[config.mk]
export PLATFORM = sky130hd
export DESIGN_NAME = pipe_stall_ctrl_flat
export DESIGN_NICKNAME = d
export VERILOG_FILES = /design/src/rtl/pipe_stall_ctrl_if.sv /design/src/rtl/pipe_stall_ctrl.sv /design/src/flat_wrapper.sv
export SDC_FILE = /design/constraint.sdc
export NUM_CORES = 1
export LEC_CHECK = 0
export CAP_MARGIN = 20
export CORE_ASPECT_RATIO = 1.2
export CORE_MARGIN = 4
export CORE_UTILIZATION = 54
export CTS_BUF_LIST = sky130_fd_sc_hd__clkbuf_4 sky130_fd_sc_hd__clkbuf_8
export DETAILED_ROUTE_END_ITERATION = 6
export PLACE_DENSITY = 0.88
export SETUP_SLACK_MARGIN = 0.5
export SKIP_CTS_REPAIR_TIMING = 1
export SLEW_MARGIN = 10
export SYNTH_ARGS = -nofsm -noshare
export SYNTH_HDL_FRONTEND = slang
export SYNTH_SLANG_ARGS = --single-unit
export TNS_END_PERCENT = 30
[constraint.sdc]
create_clock -name clk -period 5.8 [get_ports clk]
set_input_delay 1.74 -clock clk [delete_from_list [all_inputs] [get_ports clk]]
set_output_delay 1.74 -clock clk [all_outputs]
set_load 0.01 [all_outputs]
[src/rtl/pipe_stall_ctrl_if.sv]
// Pipeline control bundle: hazard/redirect/occupancy requests in, stage controls out.
interface pipe_stall_ctrl_if #(
  parameter int unsigned CNT_W = 16
);
  logic             stall_id_req;
  logic             branch_taken_ex;
  logic             muldiv_ex;
  logic             mem_busy;
  logic             en_pc;
  logic             en_if_id;
  logic             en_id_ex;
  logic             en_ex_mem;
  logic             en_mem_wb;
  logic             flush_if_id;
  logic             bubble_id_ex;
  logic             bubble_ex_mem;
  logic             muldiv_busy;
  logic             muldiv_done;
  logic [CNT_W-1:0] stall_cycles;

  // Pipeline side: raises requests, consumes stage controls.
  modport master (
    output stall_id_req, branch_taken_ex, muldiv_ex, mem_busy,
    input  en_pc, en_if_id, en_id_ex, en_ex_mem, en_mem_wb,
    input  flush_if_id, bubble_id_ex, bubble_ex_mem,
    input  muldiv_busy, muldiv_done, stall_cycles
  );

  // Sequencer side.
  modport slave (
    input  stall_id_req, branch_taken_ex, muldiv_ex, mem_busy,
    output en_pc, en_if_id, en_id_ex, en_ex_mem, en_mem_wb,
    output flush_if_id, bubble_id_ex, bubble_ex_mem,
    output muldiv_busy, muldiv_done, stall_cycles
  );
endinterface

[src/rtl/pipe_stall_ctrl.sv]
// Central 5-stage pipeline sequencer: stage enables, flush/bubble, mul/div occupancy, stall counter.
module pipe_stall_ctrl #(
  parameter int unsigned MULDIV_LAT = 4,
  parameter int unsigned CNT_W      = 16
) (
  input logic              clk,
  input logic              reset,
  pipe_stall_ctrl_if.slave bus
);

  localparam int unsigned MD_CNT_W = 4;
  // Entry cycle and done cycle are both EX cycles, so the counter covers the rest.
  localparam logic [MD_CNT_W-1:0] MD_INIT = MD_CNT_W'(MULDIV_LAT - 2);

  typedef enum logic {RUN, MD_BUSY} state_e;

  state_e              state_q, state_d;
  logic [MD_CNT_W-1:0] md_cnt_q, md_cnt_d;
  logic [CNT_W-1:0]    stall_cycles_q, stall_cycles_d;

  logic en_pc_c, en_if_id_c, en_id_ex_c, en_ex_mem_c, en_mem_wb_c;
  logic flush_if_id_c, bubble_id_ex_c, bubble_ex_mem_c, muldiv_done_c;

  // Prioritised control rules plus mul/div FSM next state.
  always_comb begin
    state_d         = state_q;
    md_cnt_d        = md_cnt_q;
    en_pc_c         = 1'b1;
    en_if_id_c      = 1'b1;
    en_id_ex_c      = 1'b1;
    en_ex_mem_c     = 1'b1;
    en_mem_wb_c     = 1'b1;
    flush_if_id_c   = 1'b0;
    bubble_id_ex_c  = 1'b0;
    bubble_ex_mem_c = 1'b0;
    muldiv_done_c   = 1'b0;

    if (bus.mem_busy) begin
      // Memory wait freezes the whole pipe, including the mul/div countdown.
      en_pc_c     = 1'b0;
      en_if_id_c  = 1'b0;
      en_id_ex_c  = 1'b0;
      en_ex_mem_c = 1'b0;
      en_mem_wb_c = 1'b0;
    end else if ((state_q == MD_BUSY && md_cnt_q != '0) ||
                 (state_q == RUN && bus.muldiv_ex && !bus.branch_taken_ex)) begin
      // Mul/div occupies EX: hold front end, drain bubbles into MEM.
      en_pc_c         = 1'b0;
      en_if_id_c      = 1'b0;
      en_id_ex_c      = 1'b0;
      bubble_ex_mem_c = 1'b1;
      if (state_q == RUN) begin
        state_d  = MD_BUSY;
        md_cnt_d = MD_INIT;
      end else begin
        md_cnt_d = md_cnt_q - MD_CNT_W'(1);
      end
    end else begin
      // Last mul/div cycle advances everything; flush/bubble still follow redirect/hazard.
      if (state_q == MD_BUSY) begin
        muldiv_done_c = 1'b1;
        state_d       = RUN;
      end
      if (bus.branch_taken_ex) begin
        flush_if_id_c  = 1'b1;
        bubble_id_ex_c = 1'b1;
      end else if (bus.stall_id_req) begin
        bubble_id_ex_c = 1'b1;
        if (state_q == RUN) begin
          en_pc_c    = 1'b0;
          en_if_id_c = 1'b0;
        end
      end
    end

    stall_cycles_d = stall_cycles_q;
    if (!en_pc_c && stall_cycles_q != '1) begin
      stall_cycles_d = stall_cycles_q + CNT_W'(1);
    end
  end

  // State, mul/div counter and stall counter registers.
  always_ff @(posedge clk or posedge reset) begin
    if (reset) begin
      state_q        <= RUN;
      md_cnt_q       <= '0;
      stall_cycles_q <= '0;
    end else begin
      state_q        <= state_d;
      md_cnt_q       <= md_cnt_d;
      stall_cycles_q <= stall_cycles_d;
    end
  end

  // All controls are forced inactive while reset is held.
  assign bus.en_pc         = !reset && en_pc_c;
  assign bus.en_if_id      = !reset && en_if_id_c;
  assign bus.en_id_ex      = !reset && en_id_ex_c;
  assign bus.en_ex_mem     = !reset && en_ex_mem_c;
  assign bus.en_mem_wb     = !reset && en_mem_wb_c;
  assign bus.flush_if_id   = !reset && flush_if_id_c;
  assign bus.bubble_id_ex  = !reset && bubble_id_ex_c;
  assign bus.bubble_ex_mem = !reset && bubble_ex_mem_c;
  assign bus.muldiv_done   = !reset && muldiv_done_c;
  assign bus.muldiv_busy   = !reset && (state_q == MD_BUSY);
  assign bus.stall_cycles  = stall_cycles_q;

endmodule

[src/flat_wrapper.sv]
// flat-port wrapper written by rule: the top's interface ports become plain ports
module pipe_stall_ctrl_flat 
#(
  parameter int unsigned MULDIV_LAT = 4,
  parameter int unsigned CNT_W      = 16
)
  (clk, reset, bus_stall_id_req, bus_branch_taken_ex, bus_muldiv_ex, bus_mem_busy, bus_en_pc, bus_en_if_id, bus_en_id_ex, bus_en_ex_mem, bus_en_mem_wb, bus_flush_if_id, bus_bubble_id_ex, bus_bubble_ex_mem, bus_muldiv_busy, bus_muldiv_done, bus_stall_cycles);
  pipe_stall_ctrl_if #(.CNT_W(CNT_W)) bus_i ();
  input logic clk;
  input logic reset;
  input wire logic [$bits(bus_i.stall_id_req)-1:0] bus_stall_id_req;
  input wire logic [$bits(bus_i.branch_taken_ex)-1:0] bus_branch_taken_ex;
  input wire logic [$bits(bus_i.muldiv_ex)-1:0] bus_muldiv_ex;
  input wire logic [$bits(bus_i.mem_busy)-1:0] bus_mem_busy;
  output wire logic [$bits(bus_i.en_pc)-1:0] bus_en_pc;
  output wire logic [$bits(bus_i.en_if_id)-1:0] bus_en_if_id;
  output wire logic [$bits(bus_i.en_id_ex)-1:0] bus_en_id_ex;
  output wire logic [$bits(bus_i.en_ex_mem)-1:0] bus_en_ex_mem;
  output wire logic [$bits(bus_i.en_mem_wb)-1:0] bus_en_mem_wb;
  output wire logic [$bits(bus_i.flush_if_id)-1:0] bus_flush_if_id;
  output wire logic [$bits(bus_i.bubble_id_ex)-1:0] bus_bubble_id_ex;
  output wire logic [$bits(bus_i.bubble_ex_mem)-1:0] bus_bubble_ex_mem;
  output wire logic [$bits(bus_i.muldiv_busy)-1:0] bus_muldiv_busy;
  output wire logic [$bits(bus_i.muldiv_done)-1:0] bus_muldiv_done;
  output wire logic [$bits(bus_i.stall_cycles)-1:0] bus_stall_cycles;
  assign bus_i.stall_id_req = bus_stall_id_req;
  assign bus_i.branch_taken_ex = bus_branch_taken_ex;
  assign bus_i.muldiv_ex = bus_muldiv_ex;
  assign bus_i.mem_busy = bus_mem_busy;
  assign bus_en_pc = bus_i.en_pc;
  assign bus_en_if_id = bus_i.en_if_id;
  assign bus_en_id_ex = bus_i.en_id_ex;
  assign bus_en_ex_mem = bus_i.en_ex_mem;
  assign bus_en_mem_wb = bus_i.en_mem_wb;
  assign bus_flush_if_id = bus_i.flush_if_id;
  assign bus_bubble_id_ex = bus_i.bubble_id_ex;
  assign bus_bubble_ex_mem = bus_i.bubble_ex_mem;
  assign bus_muldiv_busy = bus_i.muldiv_busy;
  assign bus_muldiv_done = bus_i.muldiv_done;
  assign bus_stall_cycles = bus_i.stall_cycles;
  pipe_stall_ctrl #(.MULDIV_LAT(MULDIV_LAT), .CNT_W(CNT_W)) u_core (.clk(clk), .reset(reset), .bus(bus_i));
endmodule
==> metrics.md, run 1 <==
| Metric | Value |
|---|---|
| CP Max Fanout | 5 |
| GRT overflow | 0 |
| CP Data Required Time | 4.06 ns |
| Initial antenna violation count | 0 |
| Core Area | 2090 um2 |
| Buffers on Ports | 31 |
| RSZ-0062 raised after global routing | yes |
| Pwr dens | 459 nW/um2 |
| Post-Syn Area | 1210 um2 |
| LEAKAGE | 0.000663 uW |
| Internal reg-to-reg setup slack | 3.47 ns |
| Count leader, synth | dfrtp_1 |
| DIE AREA | 3070 um2 |
| Max-Cap Viols | 0 |
| Post-layout util | 0.747 |
| Multi-input logic area | 621 um2 |
| Worst slew margin | 0.466 |
| Die width | 51.3 um |
| Die Y | 59.9 um |
| Io pins | 32 |
| Final setup vio count | 0 |
| Kind of critical path | in2out |
| Max Freq | 0.187 GHz |
| Clock Tree Root | clkbuf_4 |
| Reg-to-Reg Start | u_core.md_cnt_q[1] |
| Largest area contributor in the netlist | dfrtp_1 |
| Antenna Cells | 0 |
| Final critical-path required period | 5.34 ns |
| Clock buffer depth | 2 |
| Flip-flop and latch area | 526 um2 |
| Std-Cell Rows | 18 |
| Synth Flop Type | dfrtp_1 |
| Post-DP Area | 1510 um2 |
| Worst setup path start | bus_branch_taken_ex |
| Gate Count Post-Synth | 118 |
| Async SR Flop Fraction | 1.00 |
| Mean area per synthesized cell | 10.3 um2 |
| Status | finished, final reports clean |
| Skew-Pair Late Insertion Delay | 0.30 ns |
| DR pass1 iterations | 4 |
| CP Capture Type | output port |
| DRC Markers | 0 |
| Critical path arrival | 3.60 ns |
| Hold Startpoint | u_core.bus.stall_cycles[8] |
| Avg Vias per Cell | 5.78 |
| Peak VDD IR | 347 uV |
| Slew @ Worst Pin | 0.801 ns |
| CTS Buf Count | 3 |
| Sequential-to-total area share from yosys stat | 0.433 |
| Global-route wire length before repair | 4.47 mm |
| CTS tree | done |
| Post-synth top area share | 0.433 |
| Number of global-route vias before repair | 1001 |
| Final instance area | 1560 um2 |
| Distinct cells, synth | 36 |
| Estimated wirelength of the detail-placed design | 1.96 mm |
| Share of cells above drive strength 1 | 0.0822 |
| Total GRT Usage | 0.194 |
| Worst Setup Start Kind | input port |
| Area Overhead vs Synth | 28.9% |
| Syn_nets | 127 |
| Endpoints failing hold | 0 |
| GP Congestion | 0.815 |
| Filler cell count | 166 |
| Hold crit path type | reg2reg |
| Max H-tree Level | 1 |
| Final worst slack | 0.459 ns |
| CTS Sinks | 21 |
| Synth top area cells | dfrtp_1 (43%), xor2_1 (11%), a211oi_1 (5.6%), ha_1 (3.1%), and3_1 (2.6%) |
| Yosys Warn Count | 0 |
| Place WS | 0.334 ns |
| Post-synth top cells | dfrtp_1 (21), xor2_1 (15), a211oi_1 (9) |
| DRT iter0 DRCs | 23 |
| Total number of vias | 1018 |
| Antenna Nets Post-Route | 0 |
| Clock slew at reported path FFs | 0.11 ns |
| FF+latch count, synth | 21 |
| Setup TNS | 0 ns |
| Pins Over Slew Limit | 0 |
| Post-synth EDFFs | 0 |
| Avg WL per Cell | 15.4 um |
| Crit share post-route | 0.921 |
| Fin nets | 156 |
| Tot Pwr | 717 uW |
| Largest net degree at the start of global routing | 22 |
| Post-Route WL | 2.71 mm |
| Initial Util | 0.579 |
| Clock skew | 0.00737 ns |
-- final cells by class --
type / instances / share of cell area
multi-input combinational: 82 / 0.397
inverter: 6 / 0.0144
timing repair buffer: 33 / 0.210
clock buffer: 4 / 0.0192
sequential: 21 / 0.336
tap: 30 / 0.0240
-- logic make-up after synthesis --
| group | Yosys count | synth area share |
|---|---|---|
| buf+inv | 15 | 0.0577 |
| xor+xnor | 15 | 0.108 |
| simple gates | 36 | 0.174 |
| flops | 21 | 0.433 |
| mux | 1 | 0.00928 |
| fa+ha+maj | 3 | 0.0309 |
| compound gates | 27 | 0.187 |
-- power by group --
group	total (uW)	leakage [uW]	switching, uW	internal (uW)
sequential	285	0.000243	76.7	209
combinational	358	0.000401	163	194
clock	74.1	0.0000184	42.7	31.5
total	717	0.000663	283	435
-- state kept, by name (all words and copies together) (netlist names) --
signal	flops
u_core.bus.stall_cycles	16
u_core.md_cnt_q	4
u_core.state_q	1
-- metrics by stage --
step | hold WS (ns) | cells
4_1_cts | 0.497 | 174
3_3_place_gp | 0.472 | 170
6_report | 0.492 | 176
5_1_grt | 0.528 | 176
3_5_place_dp | 0.479 | 170
2_1_floorplan | 0.467 | 118
-- critical path, stage by stage --
cell,delay (ns)
clkdlybuf4s50_1,0.52
nor2_1,0.12
a22oi_2,0.26
and2_1,0.21
a21boi_1,0.19
clkdlybuf4s50_1,0.56
-- path summary, 6_finish.rpt --
kind,cells past startpoint,end
worst max-delay path,6,bus_en_pc
worst min-delay path,1,u_core.bus.stall_cycles[8]
worst max register to register,6,u_core.bus.stall_cycles[1]
worst min register to register,1,u_core.bus.stall_cycles[8]
max in group asynchronous,2,u_core.state_q
min in group asynchronous,2,u_core.bus.stall_cycles[3]
-- cell usage in the layout, fill, tap and decap left out, types with 4 or more instances in the layout --
cell type and instances:
xor2_1 15, clkdlybuf4s50_1 30, inv_1 6, and3_1 5, a211oi_1 9, nand2_1 5, clkbuf_4 4, nand3_1 6
dfrtp_1 21
-- routing by layer --
layer	part of all wire	global-route usage	up-vias	wire, um
li1	-	-	481	-
met1	0.41	0.225	493	1110
met2	0.51	0.350	39	1390
met3	0.064	0.0474	5	174
met4	0.014	0.0674	0	38
met5	0	0	-	0
No activity file was read; power rests on OpenSTA's default activity.
==> inputs of run 2 (changes only) <==
--- a/config.mk
+++ b/config.mk
@@ -5,7 +5,7 @@
 export SDC_FILE = /design/constraint.sdc
 export NUM_CORES = 1
 export LEC_CHECK = 0
-export CAP_MARGIN = 20
+export CAP_MARGIN = 40
 export CORE_ASPECT_RATIO = 1.2
 export CORE_MARGIN = 4
 export CORE_UTILIZATION = 54
==> results of run 2 <==
Same layout as run 1: the final DEF is identical, and so are final timing and power.
==> inputs of run 3 (changes only) <==
--- a/config.mk
+++ b/config.mk
@@ -5,7 +5,7 @@
 export SDC_FILE = /design/constraint.sdc
 export NUM_CORES = 1
 export LEC_CHECK = 0
-export CAP_MARGIN = 40
+export CAP_MARGIN = 25
 export CORE_ASPECT_RATIO = 1.2
 export CORE_MARGIN = 4
 export CORE_UTILIZATION = 54
==> results of run 3 <==
Same layout as run 1: the final DEF is identical, and so are final timing and power.
